`config.mk`:
```
export PLATFORM = sky130hd
export DESIGN_NAME = guess_seq_ctrl
export DESIGN_NICKNAME = d
export VERILOG_FILES = /design/src/rtl/guess_seq_ctrl.sv
export SDC_FILE = /design/constraint.sdc
export NUM_CORES = 1
export LEC_CHECK = 0
export CORE_ASPECT_RATIO = 0.75
export CORE_UTILIZATION = 30
export CTS_BUF_LIST = sky130_fd_sc_hd__clkbuf_8
export DETAILED_ROUTE_END_ITERATION = 6
export PLACE_DENSITY_LB_ADDON = 0.05
export SLEW_MARGIN = 10
export SYNTH_ARGS = -nofsm -noshare
export SYNTH_HDL_FRONTEND = slang
export SYNTH_SLANG_ARGS = --single-unit
```
`constraint.sdc`:
```
create_clock -name clk -period 2.35 [get_ports clk]
set_input_delay 0.5875 -clock clk [delete_from_list [all_inputs] [get_ports clk]]
set_output_delay 0.5875 -clock clk [all_outputs]
set_load 0.005 [all_outputs]
```
`src/rtl/guess_seq_ctrl.sv`:
```
// Round sequencer for the number-guess game: debounced enter, one compare per
// press over a start/done handshake, result flags, attempt count, win/lose stop.
//
// state    | meaning
// IDLE     | waiting for a debounced press
// ISSUE    | one-cycle compare request with the latched guess
// WAIT_CMP | waiting for comparator done, bounded by CMP_TIMEOUT
// UPDATE   | load flags, strobe LEDs, consume one attempt
// WON      | terminal: last result was equal
// LOST     | terminal: attempts exhausted without a match
module guess_seq_ctrl #(
  parameter int MAX_ATTEMPTS    = 7,
  parameter int DEBOUNCE_CYCLES = 500000,
  parameter int CMP_TIMEOUT     = 15
) (
  input  logic       clk,
  input  logic       reset,
  input  logic       i_enter,
  input  logic [7:0] i_guess,
  output logic       o_cmp_start,
  output logic [7:0] o_cmp_guess,
  input  logic       i_cmp_done,
  input  logic [1:0] i_cmp_result,
  output logic       o_under,
  output logic       o_over,
  output logic       o_equal,
  output logic       o_update_leds,
  output logic [3:0] o_remaining_attempts,
  output logic       o_cmp_err,
  output logic       o_busy,
  output logic       o_game_over
);

  localparam int DW = $clog2(DEBOUNCE_CYCLES + 1);
  localparam int TW = $clog2(CMP_TIMEOUT + 1);
  localparam logic [1:0] RES_UNDER = 2'b00;
  localparam logic [1:0] RES_OVER  = 2'b01;
  localparam logic [1:0] RES_EQUAL = 2'b10;
  localparam logic [1:0] RES_BAD   = 2'b11;

  typedef enum logic [2:0] {
    IDLE, ISSUE, WAIT_CMP, UPDATE, WON, LOST
  } state_t;

  state_t          state, state_nxt;
  logic            enter_meta, enter_sync, enter_db, enter_db_q;
  logic [DW-1:0]   db_cnt;
  logic [TW-1:0]   cmp_timer;
  logic [1:0]      result_q;
  logic [3:0]      attempts_dec;
  logic            press_evt;
  logic            latch_guess, load_timer, set_err, capture, do_update;

  // Debounce down-counter reloads while the synced level matches the accepted one.
  always_ff @(posedge clk or negedge reset) begin
    if (!reset) begin
      enter_meta <= 1'b0;
      enter_sync <= 1'b0;
      enter_db   <= 1'b0;
      enter_db_q <= 1'b0;
      db_cnt     <= '0;
    end else begin
      enter_meta <= i_enter;
      enter_sync <= enter_meta;
      enter_db_q <= enter_db;
      if (enter_sync == enter_db) begin
        db_cnt <= DW'(DEBOUNCE_CYCLES - 1);
      end else if (db_cnt == '0) begin
        enter_db <= enter_sync;
      end else begin
        db_cnt <= db_cnt - 1'b1;
      end
    end
  end

  assign press_evt    = enter_db & ~enter_db_q;
  assign attempts_dec = (o_remaining_attempts == 4'd0) ? 4'd0 : o_remaining_attempts - 4'd1;

  always_ff @(posedge clk or negedge reset) begin
    if (!reset) state <= IDLE;
    else        state <= state_nxt;
  end

  always_comb begin
    state_nxt   = state;
    latch_guess = 1'b0;
    load_timer  = 1'b0;
    set_err     = 1'b0;
    capture     = 1'b0;
    do_update   = 1'b0;
    case (state)
      IDLE: begin
        if (press_evt) begin
          latch_guess = 1'b1;
          state_nxt   = ISSUE;
        end
      end
      ISSUE: begin
        load_timer = 1'b1;
        state_nxt  = WAIT_CMP;
      end
      WAIT_CMP: begin
        if (i_cmp_done) begin
          if (i_cmp_result == RES_BAD) begin
            set_err   = 1'b1;
            state_nxt = IDLE;
          end else begin
            capture   = 1'b1;
            state_nxt = UPDATE;
          end
        end else if (cmp_timer == '0) begin
          set_err   = 1'b1;
          state_nxt = IDLE;
        end
      end
      UPDATE: begin
        do_update = 1'b1;
        if (result_q == RES_EQUAL)     state_nxt = WON;
        else if (attempts_dec == 4'd0) state_nxt = LOST;
        else                           state_nxt = IDLE;
      end
      WON:     state_nxt = WON;
      LOST:    state_nxt = LOST;
      default: state_nxt = IDLE;
    endcase
  end

  always_ff @(posedge clk or negedge reset) begin
    if (!reset) begin
      o_cmp_guess          <= 8'd0;
      o_cmp_err            <= 1'b0;
      o_under              <= 1'b0;
      o_over               <= 1'b0;
      o_equal              <= 1'b0;
      o_update_leds        <= 1'b0;
      o_remaining_attempts <= 4'(MAX_ATTEMPTS);
      cmp_timer            <= '0;
      result_q             <= 2'b00;
    end else begin
      o_update_leds <= 1'b0;
      if (latch_guess) begin
        o_cmp_guess <= i_guess;
        o_cmp_err   <= 1'b0;
      end
      if (set_err) o_cmp_err <= 1'b1;
      if (load_timer) cmp_timer <= TW'(CMP_TIMEOUT - 1);
      else if (state == WAIT_CMP && cmp_timer != '0) cmp_timer <= cmp_timer - 1'b1;
      if (capture) result_q <= i_cmp_result;
      if (do_update) begin
        o_under              <= (result_q == RES_UNDER);
        o_over               <= (result_q == RES_OVER);
        o_equal              <= (result_q == RES_EQUAL);
        o_update_leds        <= 1'b1;
        o_remaining_attempts <= attempts_dec;
      end
    end
  end

  assign o_cmp_start = (state == ISSUE);
  assign o_busy      = (state == ISSUE) || (state == WAIT_CMP);
  assign o_game_over = (state == WON) || (state == LOST);

endmodule

```
### Yosys cells after proc, flatten, opt, wreduce, memory -nomap -nowiden

Cells that the tools add are included.

* bits in registers: 49
* input port bits: 14
* logic and storage cells: 73

* $add $sub $neg: 3
* equal/unequal tests: 12
* muxes and demuxes: 26
* bitwise gates (word level): 3
* reduce and logical (&&, ||, !) cells: 14

Operators by type and width (count)
* $mux 19: 2
* $logic_not 19->1: 1
* $sub 19x1->19 const B: 1
* $pmux 3 s6: 1
* $mux 3: 5
* $mux 1: 14
* $logic_not 4->1: 3
* $mux 4: 3
* $sub 4x1->4 const B: 2
* $eq 3x2->1 const B: 2
* $eq 3x3->1 const B: 2
* $eq 2x2->1 const B: 2
* $ne 2x2->1 const B: 2
* $reduce_and 2->1: 2
* $reduce_bool 2->1: 2
* $reduce_bool 4->1: 1
* $eq 3x1->1 const B: 1
* $logic_not 3->1: 1
* $ne 3x3->1 const B: 1
* $eq 2x1->1 const B: 1
* $logic_not 2->1: 1
* $logic_or 1x1->1: 2
* $mux 2: 1
* $not 1->1: 2
* 3 further kinds: 3

### Depth between registers and ports, before layout

* word-level depth: 6
* gate-level depth with buffers: 7
* gate-level depth less buffers: 6

### Worst setup path after synthesis

OpenSTA, ideal clock, no wires.

* path kind: register to register
* from: reg db_cnt[9]
* to: reg db_cnt[1]
* arrival: 1.937 ns
* data required time: 2.213 ns
* slack: 0.276 ns
* stages on the path, launching flop included: 7
* path buffers: 2
* clock period less this slack: 2.074 ns
* cell sequence: dfrtp_1 -> or4_4 -> buf_6 -> or4_4 -> buf_6 -> nor3_1 -> o21ai_1

* longest elaborated chain between the ends: 2

Ends and longest elaborated chain
* start, declared: RTL line 47 `logic [DW-1:0] db_cnt;`
* start signal, assigned: RTL line 67 `db_cnt <= DW'(DEBOUNCE_CYCLES - 1);`
* start signal, assigned: RTL line 71 `db_cnt <= db_cnt - 1'b1;`
* $logic_not 19->1: RTL line 68 `end else if (db_cnt == '0) begin`
* $ne 2x2->1 (no source line)

Every way passes these cells.
A chain may end at the register's enable or synchronous reset.

### Worst setup path in the final report

* from: reg state[1]
* to: out o_busy

* longest elaborated chain between the ends: 2

Ends and longest elaborated chain
* start, declared: RTL line 45 `state_t state, state_nxt;`
* start signal, assigned: RTL line 81 `else state <= state_nxt;`
* $eq 3x1->1 / $eq 3x2->1 (equally long branches): RTL line 160 `assign o_busy = (state == ISSUE) || (state == WAIT_CMP);`
* $logic_or 1x1->1 (*): RTL line 160
* end, declared: RTL line 30 `output logic o_busy,`

Every way passes the cells marked *; elsewhere a longest branch is shown, timed or not.

==> results.json <==
{
  "power_frac_seq_pct": 46.3,
  "layout.nets": 292,
  "drt_drc_violations_left": 0,
  "critical-path-top-delay-family": "buffers and inverters",
  "maxSlewViolCount": 0,
  "critPathCaptureType": "output pin",
  "yosys.area_share.simple_pct": 23.4,
  "syn_avg_cell_area_um2": 10.4,
  "crit_path_start_kind": "register",
  "synth_mux_area_share_pct": 6.85,
  "cts_tree": "built",
  "synth_top_family_by_area": "simple AND/OR/NAND/NOR gates",
  "ir_drop_v": 0.000282,
  "cts.sinks": 49,
  "outcome": "completed",
  "cpMaxStageDelayCell": "clkdlybuf4s50_1",
  "crit_buf_inv": 2,
  "die_w_um": 105,
  "path_cells": "buf_4, xnor2_1, nor2_1, clkdlybuf4s50_1",
  "required_ns": 1.76,
  "period_minus_slack_ns": 2.18,
  "path_class": "register to output pin",
  "netlist_instances": 230,
  "clockPowerShare_pct": 28.1,
  "cts_made_buffers": 5,
  "p_per_area_nw_per_um2": 738,
  "start_util_pct": 31.8,
  "antenna_found_initial": 0,
  "hpwlAfterDp_um": 3780,
  "first_global_vias": 1787,
  "r2r-start": "db_cnt[13]",
  "port_buffers": 33,
  "register_area_um2": 1230,
  "clockBufferDepth": 2,
  "hold_viol_final": 0,
  "synth-xor-area-share_pct": 1.83,
  "ys_warn_count": 0,
  "clkSlewWorstSetupHoldPaths_ns": 0.10,
  "period_share_pct": 92.7,
  "postRouteAntennaNets": 0,
  "die-area_um2": 8340,
  "synth_area_um2": 2390,
  "skew_ns": 0.00931,
  "final_util_pct": 40.3,
  "fin_tns_setup_ns": 0,
  "multiInputGateArea_um2": 1100,
  "p_int_mw": 1.59,
  "synth_fa_ha_area_share_pct": 1.05,
  "clkLatencyLatePin_ns": 0.30,
  "syn_nets": 246,
  "rsz0062_at_grt": "no",
  "gp_congestion": 0.734,
  "setup_viol": 0,
  "io_pins": 34,
  "ys_types": 46,
  "worstMarginPinSlew_ns": 0.518,
  "p_sw_mw": 0.649,
  "grt-ovfl-total": 0,
  "grt_first_pass_wirelength_um": 9210,
  "n_antenna_cell": 0,
  "h-tree-depth": 2,
  "ys_seq_area_share_pct": 51.4,
  "grt_max_degree": 50,
  "fill_cells": 752,
  "worstPathArrival_ns": 1.59,
  "fp-row-count": 27,
  "synth_compound_area_share_pct": 12.8,
  "avgRoutedWirePerCell_um": 14.3,
  "hp-class": "input port to async pin",
  "die_h_um": 79.3,
  "drv_cap": 0,
  "layout-drive-gt1-share_pct": 15.2,
  "synthToLayoutAreaGrowth_pct": 26.8,
  "cp_slowest_stage_delay_ns": 0.50,
  "crit_path_start": "state[1]",
  "pwr-share-comb_pct": 25.6,
  "grt_use_total_pct": 14.1,
  "drt-initial-drc-count": 87,
  "core_region_area_um2": 7530,
  "fmax_ghz": 0.459,
  "vias_per_cell": 4.83,
  "clockRootBuffer": "clkbuf_8",
  "synth-seq-cells": 49,
  "relSlewSlack_pct": 65.1,
  "leakage_nw": 1.23,
  "critPathMaxFanout": 10,
  "switching_share_pct": 29.0,
  "drt-pass1-iter-count": 4,
  "wirelength_um": 5390,
  "vias": 1825
}
## metal layers
metal | vias up | GRT usage (%) | share of wire (%)
li1 | 939 | - | -
met1 | 851 | 22.0 | 58
met2 | 33 | 18.4 | 37
met3 | 2 | 4.19 | 5.0
met4 | 0 | 3.38 | 0.43
met5 | - | 0 | 0
## synth_stat cells, drive strengths merged
cell type,n,share of area (%)
o21ba,1,0.42
dfstp,3,3.3
mux2i,4,1.7
o211ai,3,0.94
and2,2,0.52
or3b,2,0.73
a21oi,11,2.3
o221ai,1,0.37
buf,3,1.2
nor3,11,2.5
a21boi,1,0.31
a32oi,1,0.37
mux2,11,5.2
o41ai,1,0.37
nor2b,4,1.0
a31oi,1,0.26
a211oi,3,0.94
dfrtp,46,48
clkbuf,4,0.63
o31ai,8,2.5
a21o,2,0.63
or2,3,0.78
nor2,13,2.0
xnor2,3,1.1
o21ai,13,2.9
and3b,1,0.37
o41a,1,0.47
nand2b,8,2.1
nand3,10,2.1
nor4,5,1.9
or4,9,3.1
inv,6,0.94
xor2,2,0.73
ha,2,1.0
nand2,19,3.0
nand4,4,1.0
or3,8,2.1
## area by class of cell
cell class                 instances  share of cell area [%]
timing repair buffer              46                    14.4
tap                              101                    4.17
clock inverter                     2                    1.11
inverter                           6                   0.743
clock buffer                       6                    2.72
sequential                        49                    40.6
multi-input combinational        168                    36.3
## state kept, by name (all words and copies together) (netlist names)
register / count
db_cnt: 19
o_cmp_guess: 8
cmp_timer: 4
o_remaining_attempts: 4
state: 3
result_q: 2
enter_db: 1
enter_db_q: 1
enter_meta: 1
enter_sync: 1
o_cmp_err: 1
o_equal: 1
o_over: 1
o_under: 1
o_update_leds: 1
## final timing paths
path                            slack [ns]  cells past startpoint                       to
worst max-delay path                  0.17                      4                   o_busy
worst min-delay path                  0.25                      2                db_cnt[5]
worst max register to register        0.30                      4                db_cnt[3]
worst min register to register        0.36                      0               enter_sync
max in group asynchronous             1.79                      2  o_remaining_attempts[0]
min in group clk                      0.36                      0               enter_sync
## layout by cell type (no fill, tap or decap), drive strengths merged, types with 9 or more instances in the layout
cell	netlist	layout
o21ai	13	13
dfrtp	46	46
a21oi	11	11
nor2	13	13
nor3	11	11
mux2	11	11
buf	3	14
clkdlybuf4s50	0	32
or4	9	9
nand3	10	10
nand2	19	19
## power by group through the flow
stage / registers, mW / clock network, mW / logic (mW)
after floorplan: 1.02 / 0 / 0.348
after global placement: 1.05 / 0 / 0.575
after detailed placement: 1.05 / 0 / 0.575
after CTS: 1.03 / 0.655 / 0.578
after global routing: 1.05 / 0.684 / 0.661
final: 1.04 / 0.629 / 0.573
## through the flow
| step | hold slack [ns] | total power [mW] | cell area, um^2 | std cells | worst slack [ns] |
|---|---|---|---|---|---|
| 2_1_floorplan | 0.292 | 1.37 | 2390 | 230 | 0.276 |
| 3_3_place_gp | 0.339 | 1.63 | 2910 | 370 | 0.300 |
| 3_5_place_dp | 0.336 | 1.63 | 2910 | 370 | 0.318 |
| 4_1_cts | 0.279 | 2.27 | 3030 | 378 | 0.0635 |
| 5_1_grt | 0.289 | 2.39 | 3030 | 378 | 0.0312 |
| 6_report | 0.252 | 2.24 | 3030 | 378 | 0.172 |
## cell families after synthesis
group,count (synthesis)
AND/OR/NAND/NOR,99
AO/OA/AOI/OAI,47
multiplexers,15
buffers and inverters,13
XOR/XNOR,5
flip-flops,49
adder cells (fa/ha/maj),2
## what timing repair did
action	CTS	global route
hold buffers	0	0
gates resized for setup	0	2
buffers inserted	0	0
setup endpoints to repair	0	1
(Power assumes the default switching activity.)
